--- config.mk ---
export PLATFORM = sky130hd
export DESIGN_NAME = mmio_uart_fifo_flat
export DESIGN_NICKNAME = d
export VERILOG_FILES = /design/src/rtl/mmio_uart_fifo_if.sv /design/src/rtl/mmio_uart_fifo.sv /design/src/flat_wrapper.sv
export SDC_FILE = /design/constraint.sdc
export NUM_CORES = 1
export LEC_CHECK = 0
export CORE_MARGIN = 2
export CORE_UTILIZATION = 40
export DETAILED_ROUTE_END_ITERATION = 12
export GPL_TIMING_DRIVEN = 1
export PLACE_DENSITY_LB_ADDON = 0.05
export REMOVE_ABC_BUFFERS = 1
export SLEW_MARGIN = 40
export SYNTH_ARGS = -nofsm -noshare
export SYNTH_HDL_FRONTEND = slang
export SYNTH_SLANG_ARGS = --single-unit
--- constraint.sdc ---
create_clock -name clk -period 3.5 [get_ports clk]
set_input_delay 0.7 -clock clk [delete_from_list [all_inputs] [get_ports clk]]
set_output_delay 0.7 -clock clk [all_outputs]
set_load 0.005 [all_outputs]
--- src/rtl/mmio_uart_fifo_if.sv ---
// rtl/mmio_uart_fifo_if.sv - data-memory bus port bundle for the MMIO UART
interface mmio_uart_fifo_if;
  logic        mem_we;
  logic        mem_re;
  logic [3:0]  mem_addr;
  logic [31:0] mem_wdata;
  logic [31:0] mem_rdata;

  modport master (output mem_we, mem_re, mem_addr, mem_wdata, input mem_rdata);
  modport slave  (input mem_we, mem_re, mem_addr, mem_wdata, output mem_rdata);
endinterface

--- src/rtl/mmio_uart_fifo.sv ---
// rtl/mmio_uart_fifo.sv - MMIO UART with TX/RX FIFOs, optional parity, loopback and sticky errors
module mmio_uart_fifo #(
  parameter int CLK_FREQ   = 100000000,
  parameter int BAUD_RATE  = 200000,
  parameter int DATA_BITS  = 8,
  parameter int FIFO_DEPTH = 8
) (
  input  logic             clk,
  input  logic             rst,
  mmio_uart_fifo_if.slave  bus,
  output logic             uart_tx,
  input  logic             uart_rx,
  output logic             irq
);
  localparam int CPB = CLK_FREQ / BAUD_RATE;
  localparam int HALF = CPB / 2;
  localparam int AW = $clog2(FIFO_DEPTH);
  localparam int CW = $clog2(CPB);
  localparam logic [AW:0] FULL_CNT = (AW+1)'(FIFO_DEPTH);
  localparam logic [3:0] LAST_BIT = 4'(DATA_BITS - 1);

  typedef enum logic [2:0] {S_IDLE, S_START, S_DATA, S_PARITY, S_STOP} state_t;

  logic [7:0] ctrl;
  logic ovr, ferr, perr, tx_drop;

  logic [DATA_BITS-1:0] tx_mem [FIFO_DEPTH];
  logic [DATA_BITS-1:0] rx_mem [FIFO_DEPTH];
  logic [AW-1:0] tx_wp, tx_rp, rx_wp, rx_rp;
  logic [AW:0] tx_cnt, rx_cnt;

  state_t tx_state, rx_state;
  logic [CW-1:0] tx_clk, rx_clk;
  logic [3:0] tx_bit, rx_bit;
  logic [DATA_BITS-1:0] tx_sh, rx_sh;
  logic tx_par;
  logic rx_s1, rx_s2, rx_s3;

  logic wr_data, wr_stat, wr_ctrl, rd_data;
  logic tx_empty, tx_full, rx_empty, rx_full;
  logic tx_end, tx_pop, tx_push, drop_set;
  logic rx_sample, rx_stop_ok, rx_push, rx_pop, ovr_set, ferr_set, perr_set;
  logic [DATA_BITS-1:0] tx_head;
  logic unused_bits;

  assign unused_bits = ^bus.mem_wdata;

  assign wr_data = bus.mem_we && bus.mem_addr == 4'h0;
  assign wr_stat = bus.mem_we && bus.mem_addr == 4'h4;
  assign wr_ctrl = bus.mem_we && bus.mem_addr == 4'h8;
  assign rd_data = bus.mem_re && bus.mem_addr == 4'h0;

  assign tx_empty = tx_cnt == '0;
  assign tx_full  = tx_cnt == FULL_CNT;
  assign rx_empty = rx_cnt == '0;
  assign rx_full  = rx_cnt == FULL_CNT;
  assign tx_head  = tx_mem[tx_rp];

  // A frame starts either from IDLE or straight out of the final STOP cycle, so back-to-back frames have no gap.
  assign tx_end   = tx_clk == CW'(CPB - 1);
  assign tx_pop   = ctrl[0] && !tx_empty && (tx_state == S_IDLE || (tx_state == S_STOP && tx_end));
  assign tx_push  = wr_data && (!tx_full || tx_pop);
  assign drop_set = wr_data && tx_full && !tx_pop;

  assign rx_sample  = (rx_state == S_START) ? (rx_clk == CW'(HALF - 1)) : (rx_clk == CW'(CPB - 1));
  assign rx_stop_ok = rx_state == S_STOP && rx_sample && rx_s2;
  assign rx_pop     = rd_data && !rx_empty;
  assign rx_push    = rx_stop_ok && (!rx_full || rx_pop);
  assign ovr_set    = rx_stop_ok && rx_full && !rx_pop;
  assign ferr_set   = rx_state == S_STOP && rx_sample && !rx_s2;
  assign perr_set   = rx_state == S_PARITY && rx_sample && (rx_s2 != (^rx_sh ^ ctrl[3]));

  always_ff @(posedge clk) begin
    if (rst) begin
      ctrl <= '0;
      ovr <= 1'b0;
      ferr <= 1'b0;
      perr <= 1'b0;
      tx_drop <= 1'b0;
      bus.mem_rdata <= '0;
      irq <= 1'b0;
    end else begin
      if (wr_ctrl) ctrl <= bus.mem_wdata[7:0];
      // Hardware set takes priority over a same-cycle write-1-to-clear.
      ovr     <= ovr_set  | (ovr     & ~(wr_stat & bus.mem_wdata[5]));
      ferr    <= ferr_set | (ferr    & ~(wr_stat & bus.mem_wdata[6]));
      perr    <= perr_set | (perr    & ~(wr_stat & bus.mem_wdata[7]));
      tx_drop <= drop_set | (tx_drop & ~(wr_stat & bus.mem_wdata[8]));
      if (bus.mem_re) begin
        case (bus.mem_addr)
          4'h0: bus.mem_rdata <= rx_empty ? 32'h0 : {{(32-DATA_BITS){1'b0}}, rx_mem[rx_rp]};
          4'h4: bus.mem_rdata <= {23'h0, tx_drop, perr, ferr, ovr, tx_state != S_IDLE,
                                  rx_empty, rx_full, tx_empty, tx_full};
          4'h8: bus.mem_rdata <= {24'h0, ctrl};
          default: bus.mem_rdata <= 32'h0;
        endcase
      end
      irq <= (ctrl[5] & ~rx_empty) | (ctrl[6] & tx_empty & (tx_state == S_IDLE))
           | (ctrl[7] & (ovr | ferr | perr | tx_drop));
    end
  end

  always_ff @(posedge clk) begin
    if (rst) begin
      tx_wp <= '0; tx_rp <= '0; tx_cnt <= '0;
      rx_wp <= '0; rx_rp <= '0; rx_cnt <= '0;
    end else begin
      if (tx_push) begin
        tx_mem[tx_wp] <= bus.mem_wdata[DATA_BITS-1:0];
        tx_wp <= tx_wp + AW'(1);
      end
      if (tx_pop) tx_rp <= tx_rp + AW'(1);
      case ({tx_push, tx_pop})
        2'b10: tx_cnt <= tx_cnt + (AW+1)'(1);
        2'b01: tx_cnt <= tx_cnt - (AW+1)'(1);
        default: ;
      endcase
      if (rx_push) begin
        rx_mem[rx_wp] <= rx_sh;
        rx_wp <= rx_wp + AW'(1);
      end
      if (rx_pop) rx_rp <= rx_rp + AW'(1);
      case ({rx_push, rx_pop})
        2'b10: rx_cnt <= rx_cnt + (AW+1)'(1);
        2'b01: rx_cnt <= rx_cnt - (AW+1)'(1);
        default: ;
      endcase
    end
  end

  always_ff @(posedge clk) begin
    if (rst) begin
      tx_state <= S_IDLE; tx_clk <= '0; tx_bit <= '0;
      tx_sh <= '0; tx_par <= 1'b0; uart_tx <= 1'b1;
    end else if (tx_pop) begin
      tx_state <= S_START; tx_clk <= '0;
      tx_sh <= tx_head; tx_par <= ^tx_head ^ ctrl[3]; uart_tx <= 1'b0;
    end else begin
      tx_clk <= (tx_end || tx_state == S_IDLE) ? '0 : tx_clk + CW'(1);
      case (tx_state)
        S_START: if (tx_end) begin
          tx_state <= S_DATA; tx_bit <= '0; uart_tx <= tx_sh[0];
        end
        S_DATA: if (tx_end) begin
          if (tx_bit == LAST_BIT) begin
            tx_state <= ctrl[2] ? S_PARITY : S_STOP;
            uart_tx  <= ctrl[2] ? tx_par : 1'b1;
          end else begin
            tx_bit <= tx_bit + 4'd1; tx_sh <= tx_sh >> 1; uart_tx <= tx_sh[1];
          end
        end
        S_PARITY: if (tx_end) begin tx_state <= S_STOP; uart_tx <= 1'b1; end
        S_STOP:   if (tx_end) tx_state <= S_IDLE;
        default:  uart_tx <= 1'b1;
      endcase
    end
  end

  always_ff @(posedge clk) begin
    if (rst) begin
      rx_s1 <= 1'b1; rx_s2 <= 1'b1; rx_s3 <= 1'b1;
      rx_state <= S_IDLE; rx_clk <= '0; rx_bit <= '0; rx_sh <= '0;
    end else begin
      rx_s1 <= ctrl[4] ? uart_tx : uart_rx;
      rx_s2 <= rx_s1;
      rx_s3 <= rx_s2;
      rx_clk <= (rx_sample || rx_state == S_IDLE) ? '0 : rx_clk + CW'(1);
      // After a framing error the line is low, so no new falling edge appears until it has gone high again.
      case (rx_state)
        S_IDLE:   if (ctrl[1] && rx_s3 && !rx_s2) rx_state <= S_START;
        S_START:  if (rx_sample) begin
          rx_state <= rx_s2 ? S_IDLE : S_DATA; rx_bit <= '0;
        end
        S_DATA:   if (rx_sample) begin
          rx_sh <= {rx_s2, rx_sh[DATA_BITS-1:1]};
          if (rx_bit == LAST_BIT) rx_state <= ctrl[2] ? S_PARITY : S_STOP;
          else rx_bit <= rx_bit + 4'd1;
        end
        S_PARITY: if (rx_sample) rx_state <= S_STOP;
        S_STOP:   if (rx_sample) rx_state <= S_IDLE;
        default:  rx_state <= S_IDLE;
      endcase
    end
  end
endmodule

--- src/flat_wrapper.sv ---
// flat-port wrapper written by rule: the top's interface ports become plain ports
module mmio_uart_fifo_flat 
#(
  parameter int CLK_FREQ   = 100000000,
  parameter int BAUD_RATE  = 200000,
  parameter int DATA_BITS  = 8,
  parameter int FIFO_DEPTH = 8
)
  (clk, rst, uart_tx, uart_rx, irq, bus_mem_we, bus_mem_re, bus_mem_addr, bus_mem_wdata, bus_mem_rdata);
  mmio_uart_fifo_if bus_i ();
  input  logic clk;
  input  logic rst;
  output logic uart_tx;
  input  logic uart_rx;
  output logic irq;
  input wire logic [$bits(bus_i.mem_we)-1:0] bus_mem_we;
  input wire logic [$bits(bus_i.mem_re)-1:0] bus_mem_re;
  input wire logic [$bits(bus_i.mem_addr)-1:0] bus_mem_addr;
  input wire logic [$bits(bus_i.mem_wdata)-1:0] bus_mem_wdata;
  output wire logic [$bits(bus_i.mem_rdata)-1:0] bus_mem_rdata;
  assign bus_i.mem_we = bus_mem_we;
  assign bus_i.mem_re = bus_mem_re;
  assign bus_i.mem_addr = bus_mem_addr;
  assign bus_i.mem_wdata = bus_mem_wdata;
  assign bus_mem_rdata = bus_i.mem_rdata;
  mmio_uart_fifo #(.CLK_FREQ(CLK_FREQ), .BAUD_RATE(BAUD_RATE), .DATA_BITS(DATA_BITS), .FIFO_DEPTH(FIFO_DEPTH)) u_core (.clk(clk), .rst(rst), .bus(bus_i), .uart_tx(uart_tx), .uart_rx(uart_rx), .irq(irq));
endmodule
==> results.md, run 1 <==
* Sw frac at around 20%
* Power per cell area at about 500 nW/um^2
* Int Power at about 4500 uW
* Mux contribution to synthesized area at between 10% and 20%
* Core footprint at 24300 um^2
* Layout cells sized above 1 at between 10% and 20%
* CP bufs+invs at 3
* Vias in the first global route at 5999
* Reg2reg start: u_core.tx_clk[4]$_SDFF_PP0_
* Register share of total power at 50.0%
* Clock Latency Late Sink at between 500 and 600 ps
* Clock Skews at between 15 and 20 ps
* Post-synth ARST share at 0%
* Total Routed Length at around 21 mm
* Area growth, synth to finish at 15.3%
* DR pass1 iterations at 4
* Via density at 5.13
* Mapped Area at around 9900 um^2
* Main combinational cell family by area after synthesis: simple AND/OR/NAND/NOR gates
* Max stage delay on crit path at approximately 470 ps
* Post-route cell area at roughly 11000 um^2
* Lkg Pwr at 0.00395 uW
* Antenna Nets Post-Route at 0
* N_diodes at 0
* Routed wire per std cell at 18.2 um
* Initial antenna violation count at 0
* Core Util, Final at between 40% and 50%
* Final period utilization at roughly nine tenths
* Most frequent cells in the layout: 128 x edfxtp_1, 100 x nor2_1, 99 x dfxtp_1
* Status: complete, no violations
* FMAX at between 300 and 400 MHz
* Die width at 161 um
* Hold EP: u_core.rx_s2$_SDFF_PP1_
* Reg2reg path depth at 6
* # resized after CTS at 0
* Nets at around 900
* Critical Path Sink Type: register
* Adder-cell share of the synthesized area at between 1.5 and 2%
* Final Power at 5680 uW
* CP top delay family: simple AND/OR/NAND/NOR gates
* Post-CTS Hold Buffers at 0
* Clock slew at reported path FFs at 60 ps
* VDD IR max at roughly 0.37 mV
* Max-cap viol count at 0
* XOR/XNOR share of the synthesized area at roughly 4.3%
* Switching power at between 1000 and 1500 uW
* # rows at 57
* Synth Area in Compound Gates at under 10%
* Ys flop type: edfxtp_1
* Hold Violations, Final at 0
* GRT Total Usage at roughly 17%
* Critical Setup Path Class: in2reg
* Most common cell after layout, fill and taps aside: edfxtp_1
* CP arrival at 3490 ps
* Via count at roughly 6000
* CTS root buf: clkbuf_16
* Seq/Total Area, Yosys at between 50% and 60%
* CTS tree: built
* Yosys reg bits at between 200 and 250
* EDFF count, synth at 128
* Largest net degree at the start of global routing at 38
* Starting Density at 40.7%
* Yosys cell types at just under 70
* Post-Synth Simple-Gate Area at 13.0%
* Hold depth at 1
* Critical Path Fanout Max at 7
* DPL Wire Length at 14.4 mm
* Clock Tree Buf Depth at 3
* CP cell instances: clkdlybuf4s50_1 > nor4_1 > buf_4 > a211oi_1 > nand4bb_1 > buf_4 > ha_1 > nor4bb_1 > a21oi_1 > o21a_1 > nor2_1 > xnor2_1 > nor2_1
* RR Endpoint: u_core.tx_mem[0][5]$_DFFE_PP_
* RSZ-0062 raised after global routing: no
* Min Hold Slack at 426 ps
* I/O Buffers at 28
* First-iteration detailed-routing DRC count at between 400 and 500
* Logic pwr share at about 2.1%
* Ports at 75
* Data required time of the critical path at about 3900 ps
* Clk sinks at between 200 and 250
* Die area at 26000 um^2
* Clock Power Share at a little under half
* DRC Markers at 0
* Routability cong. at ~0.77
* Worst Hold Launch: u_core.rx_s1$_SDFF_PP1_
* Setup bufs post-CTS at 0
* CP Launch Type: input port
* Slowest cell on the critical path: clkdlybuf4s50_1
* Syn_area_per_cell at around 13 um^2
* Tmin final at roughly 3100 ps
* Hold Path Class: reg2reg
* Flop2flop setup slack at roughly 550 ps
* Total CTS buffers at 26
* Global route total overflow at 0
* Die Ht at between 150 and 200 um
* First-pass GRT wire length at between 30 and 40 mm
* Slew Limit Fails at 0
* Synth warn at 0
* Cells after Synth at 779
* Measured slew at the worst slew-check pin at about 670 ps
* Placed cell area at between 10000 and 15000 um^2
* Final setup violation count at 0
* H-tree depth at 1
* Rel. slew slack at 54.9%
[kinds of logic after synthesis]
group           count (synthesis)
buf+inv                        71
xor+xnor                       42
compound gates                 87
fa+ha+maj                      14
simple gates                  264
mux                            71
flops                         229
other cells                     1
[stage by stage]
stage                     setup WS [ps]  std cells  TNS (ps)
after floorplan                     388        741         0
after global placement             26.5       1123         0
after detailed placement          -48.0       1123     -68.3
after CTS                           488       1171         0
after global routing                210       1171         0
final                               402       1171         0
[metal layers]
metal | wire (um) | track usage (%)
met1 | 9190 | 21.3
met2 | 10900 | 29.0
met3 | 780 | 2.82
met4 | 449 | 4.06
met5 | 0 | 0
[area by class of cell]
class / instances / area [um^2]
Inverter: 11 / 41.3
Clock inverter: 13 / 176
Fill cell: 2217 / 12900
Tap cell: 324 / 405
Timing Repair Buffer: 58 / 500
Sequential cell: 229 / 5870
Multi-Input combinational cell: 501 / 3740
Clock buffer: 35 / 684
[sequential cells by signal (all words and copies together) (netlist names), 8 cells and up, named ones only]
register / cells
u_core.tx_mem: 64
u_core.rx_mem: 64
u_core.rx_sh: 8
u_core.ctrl: 8
u_core.rx_clk: 9
u_core.bus.mem_rdata: 9
u_core.tx_clk: 9
u_core.tx_sh: 8
[synthesized netlist by cell type (2+ instances only)]
cell type	number	share of area (%)
edfxtp_1	128	39
dfxtp_1	101	20
nor2_1	100	3.8
nand2_1	54	2.0
a21oi_1	31	1.6
clkbuf_1	29	1.1
xnor2_1	24	2.1
buf_4	23	1.7
nand3_1	23	1.2
mux2i_1	21	2.1
mux4_2	21	4.8
nor3_1	18	0.91
mux2_2	14	1.6
xor2_1	14	1.2
ha_1	13	1.6
a211oi_1	12	0.91
mux4_1	11	2.9
o21ai_0	11	0.56
inv_1	10	0.38
nand2b_1	9	0.57
and3_1	8	0.51
or3_1	8	0.51
a221oi_1	6	0.53
nor2b_1	6	0.38
o21ai_1	5	0.25
a31oi_1	4	0.25
buf_2	4	0.20
nand3b_1	4	0.30
nor3b_1	4	0.30
xnor3_1	4	0.91
a22oi_1	3	0.23
a32oi_1	3	0.27
and3b_1	3	0.27
nand4_1	3	0.19
nor4_1	3	0.19
nor4bb_1	3	0.30
or3b_1	3	0.27
a21oi_2	2	0.18
and2_1	2	0.13
buf_6	2	0.23
mux2_1	2	0.23
nor4b_1	2	0.18
or2_1	2	0.13
or2_2	2	0.13
[power groups by stage]
stage,Sequential (uW),Clock [uW],Combinational [uW]
floorplan,2900,0,35.7
global placement,2900,0,115
detailed placement,2900,0,117
CTS,2840,2790,118
global route,2840,2910,129
finish,2840,2720,117
[how the worst max path moves through the flow]
stage / startpoint / to / slack (ps) / depth (start not counted)
after detailed placement: bus_mem_addr[1] / u_core.rx_cnt[3]$_SDFFE_PP0P_ / -50 / 13
after global routing: bus_mem_addr[1] / u_core.rx_cnt[3]$_SDFFE_PP0P_ / 210 / 13
after CTS: bus_mem_addr[1] / u_core.rx_cnt[3]$_SDFFE_PP0P_ / 490 / 13
final: bus_mem_addr[1] / u_core.rx_cnt[3]$_SDFFE_PP0P_ / 400 / 13
after floorplan: u_core.tx_clk[4]$_SDFF_PP0_ / u_core.tx_cnt[3]$_SDFFE_PP0P_ / 390 / 11
after global placement: bus_mem_addr[1] / u_core.rx_cnt[3]$_SDFFE_PP0P_ / 30 / 13
(Power assumes the default switching activity.)
==> run 2, diff against run 1 <==
--- a/config.mk
+++ b/config.mk
@@ -6,7 +6,7 @@
 export NUM_CORES = 1
 export LEC_CHECK = 0
 export CORE_MARGIN = 2
-export CORE_UTILIZATION = 40
+export CORE_UTILIZATION = 45
 export DETAILED_ROUTE_END_ITERATION = 12
 export GPL_TIMING_DRIVEN = 1
 export PLACE_DENSITY_LB_ADDON = 0.05
==> run 2 against run 1 <==
Against the previous run: power down 5.8%; register-to-register slack about the same; sequential cell count unchanged; critical endpoint unchanged; largest power group unchanged; highest routed layer unchanged.
==> results.md, run 2 (synthesis results as in run 1) <==
* Lkg Pwr at between 0.003 and 0.004 uW
* DR pass1 iterations at 5
* Final Power at 5350 uW
* Final setup violation count at 0
* Slew Limit Fails at 0
* Area growth, synth to finish at 13.4%
* CP top delay family: simple AND/OR/NAND/NOR gates
* Data required time of the critical path at roughly 3900 ps
* Total CTS buffers at 25
* H-tree depth at 1
* Core footprint at 21700 um^2
* Clock Latency Late Sink at 510 ps
* Reg2reg start: u_core.tx_clk[4]$_SDFF_PP0_
* Power per cell area at ~480 nW/um^2
* I/O Buffers at 28
* Clock slew at reported path FFs at 50 ps
* Core Util, Final at 51.7%
* Max stage delay on crit path at around 470 ps
* Clock Tree Buf Depth at 3
* Post-route cell area at 11200 um^2
* Nets at about 880
* Antenna Nets Post-Route at 0
* CTS root buf: clkbuf_16
* Ports at 75
* CP arrival at 3390 ps
* Critical Path Sink Type: register
* Die area at ~23000 um^2
* First-iteration detailed-routing DRC count at slightly above 400
* Hold Violations, Final at 0
* Routability cong. at 0.826
* Max-cap viol count at 0
* FMAX at about 330 MHz
* Die Ht at between 150 and 200 um
* Initial antenna violation count at 0
* Setup WS pre-CTS at -60.4 ps
* Via density at ~5.4
* Hold Path Class: reg2reg
* Placed cell area at between 10000 and 15000 um^2
* GRT Total Usage at between 15 and 20%
* DRC Markers at 0
* First-pass GRT wire length at ~33 mm
* Layout cells sized above 1 at about 12%
* Global route total overflow at 0
* CP bufs+invs at 3
* Measured slew at the worst slew-check pin at between 700 and 800 ps
* Final setup margin at 477 ps
* Most frequent cells in the layout: 128 x edfxtp_1, 100 x nor2_1, 100 x dfxtp_1
* CP cell instances: clkdlybuf4s50_1 > nor4_1 > buf_4 > a211oi_1 > nand4bb_1 > buf_4 > ha_1 > nor4bb_1 > a21oi_1 > o21a_1 > nor2_1 > xnor2_1 > nor2_1
* Clk sinks at 229
* Starting Density at a little under half
* Clock Skews at between 7 and 8 ps
* Most common cell after layout, fill and taps aside: edfxtp_1
* # rows at 54
* Via count at just over 6000
* Total Routed Length at 20.7 mm
* Worst Hold Launch: u_core.rx_s1$_SDFF_PP1_
* Die width at between 150 and 200 um
* N_diodes at 0
* Leading registers by flop count: u_core.rx_mem (64), u_core.tx_mem (64)
* Tmin final at 3020 ps
* Largest net degree at the start of global routing at 40
* Critical Setup Path Class: in2reg
* CP Launch Type: input port
* Vias in the first global route at 5870
* Status: complete, no violations
* CTS tree: built
* Routed wire per std cell at roughly 18 um
* RSZ-0062 raised after global routing: no
* # resized after CTS at 0
* Final period utilization at between 80% and 90%
* Critical path launch point: bus_mem_addr[1]
* Rel. slew slack at a little over half
* Post-CTS Hold Buffers at 0
* VDD IR max at between 0.2 and 0.3 mV
* Critical Path Fanout Max at 7
* Slowest cell on the critical path: clkdlybuf4s50_1
* DPL Wire Length at 14.0 mm
* Setup bufs post-CTS at 0
## run 2: power breakdown
group | internal [uW] | leakage, uW | switching, uW | total (uW)
clock | 1400 | 0.000351 | 997 | 2390
combinational | 46.0 | 0.00154 | 70.4 | 116
sequential | 2830 | 0.00198 | 7.51 | 2840
## run 2: worst register-to-register path, cell delays in order (launching register included)
cell and delay [ps]:
dfxtp_1 400, nand4_1 210, o41a_1 480, or2_1 390
a21oi_2 300, nor2b_1 270, and4bb_1 540
## run 2: worst paths after layout
check	to	slack [ps]	depth (start not counted)
max	u_core.rx_cnt[3]$_SDFFE_PP0P_	480	13
max reg2reg	u_core.tx_mem[2][3]$_DFFE_PP_	550	6
min reg2reg	u_core.rx_s2$_SDFF_PP1_	410	1
min	u_core.rx_s2$_SDFF_PP1_	410	1
## run 2: per-stage QoR
stage               hold WS (ps)  TNS (ps)  cells
floorplan                    389         0    741
global placement             409         0   1077
detailed placement           411      -105   1077
CTS                          421         0   1123
global route                 441         0   1123
finish                       414         0   1123
## run 2: layer usage
layer	GRT usage, %	part of all wire (%)	vias up
li1	-	-	2917
met1	23.6	43	2959
met2	30.3	51	135
met3	2.99	5.1	26
met4	4.01	1.5	0
met5	0	0	-
## run 2: final cells by class
type	count	area [um^2]
clock buffer	37	671
clock inverter	9	73.8
fill	1863	10500
inverter	11	41.3
multi-input combinational	501	3730
sequential	229	5870
tap	280	350
timing repair buffer	56	485
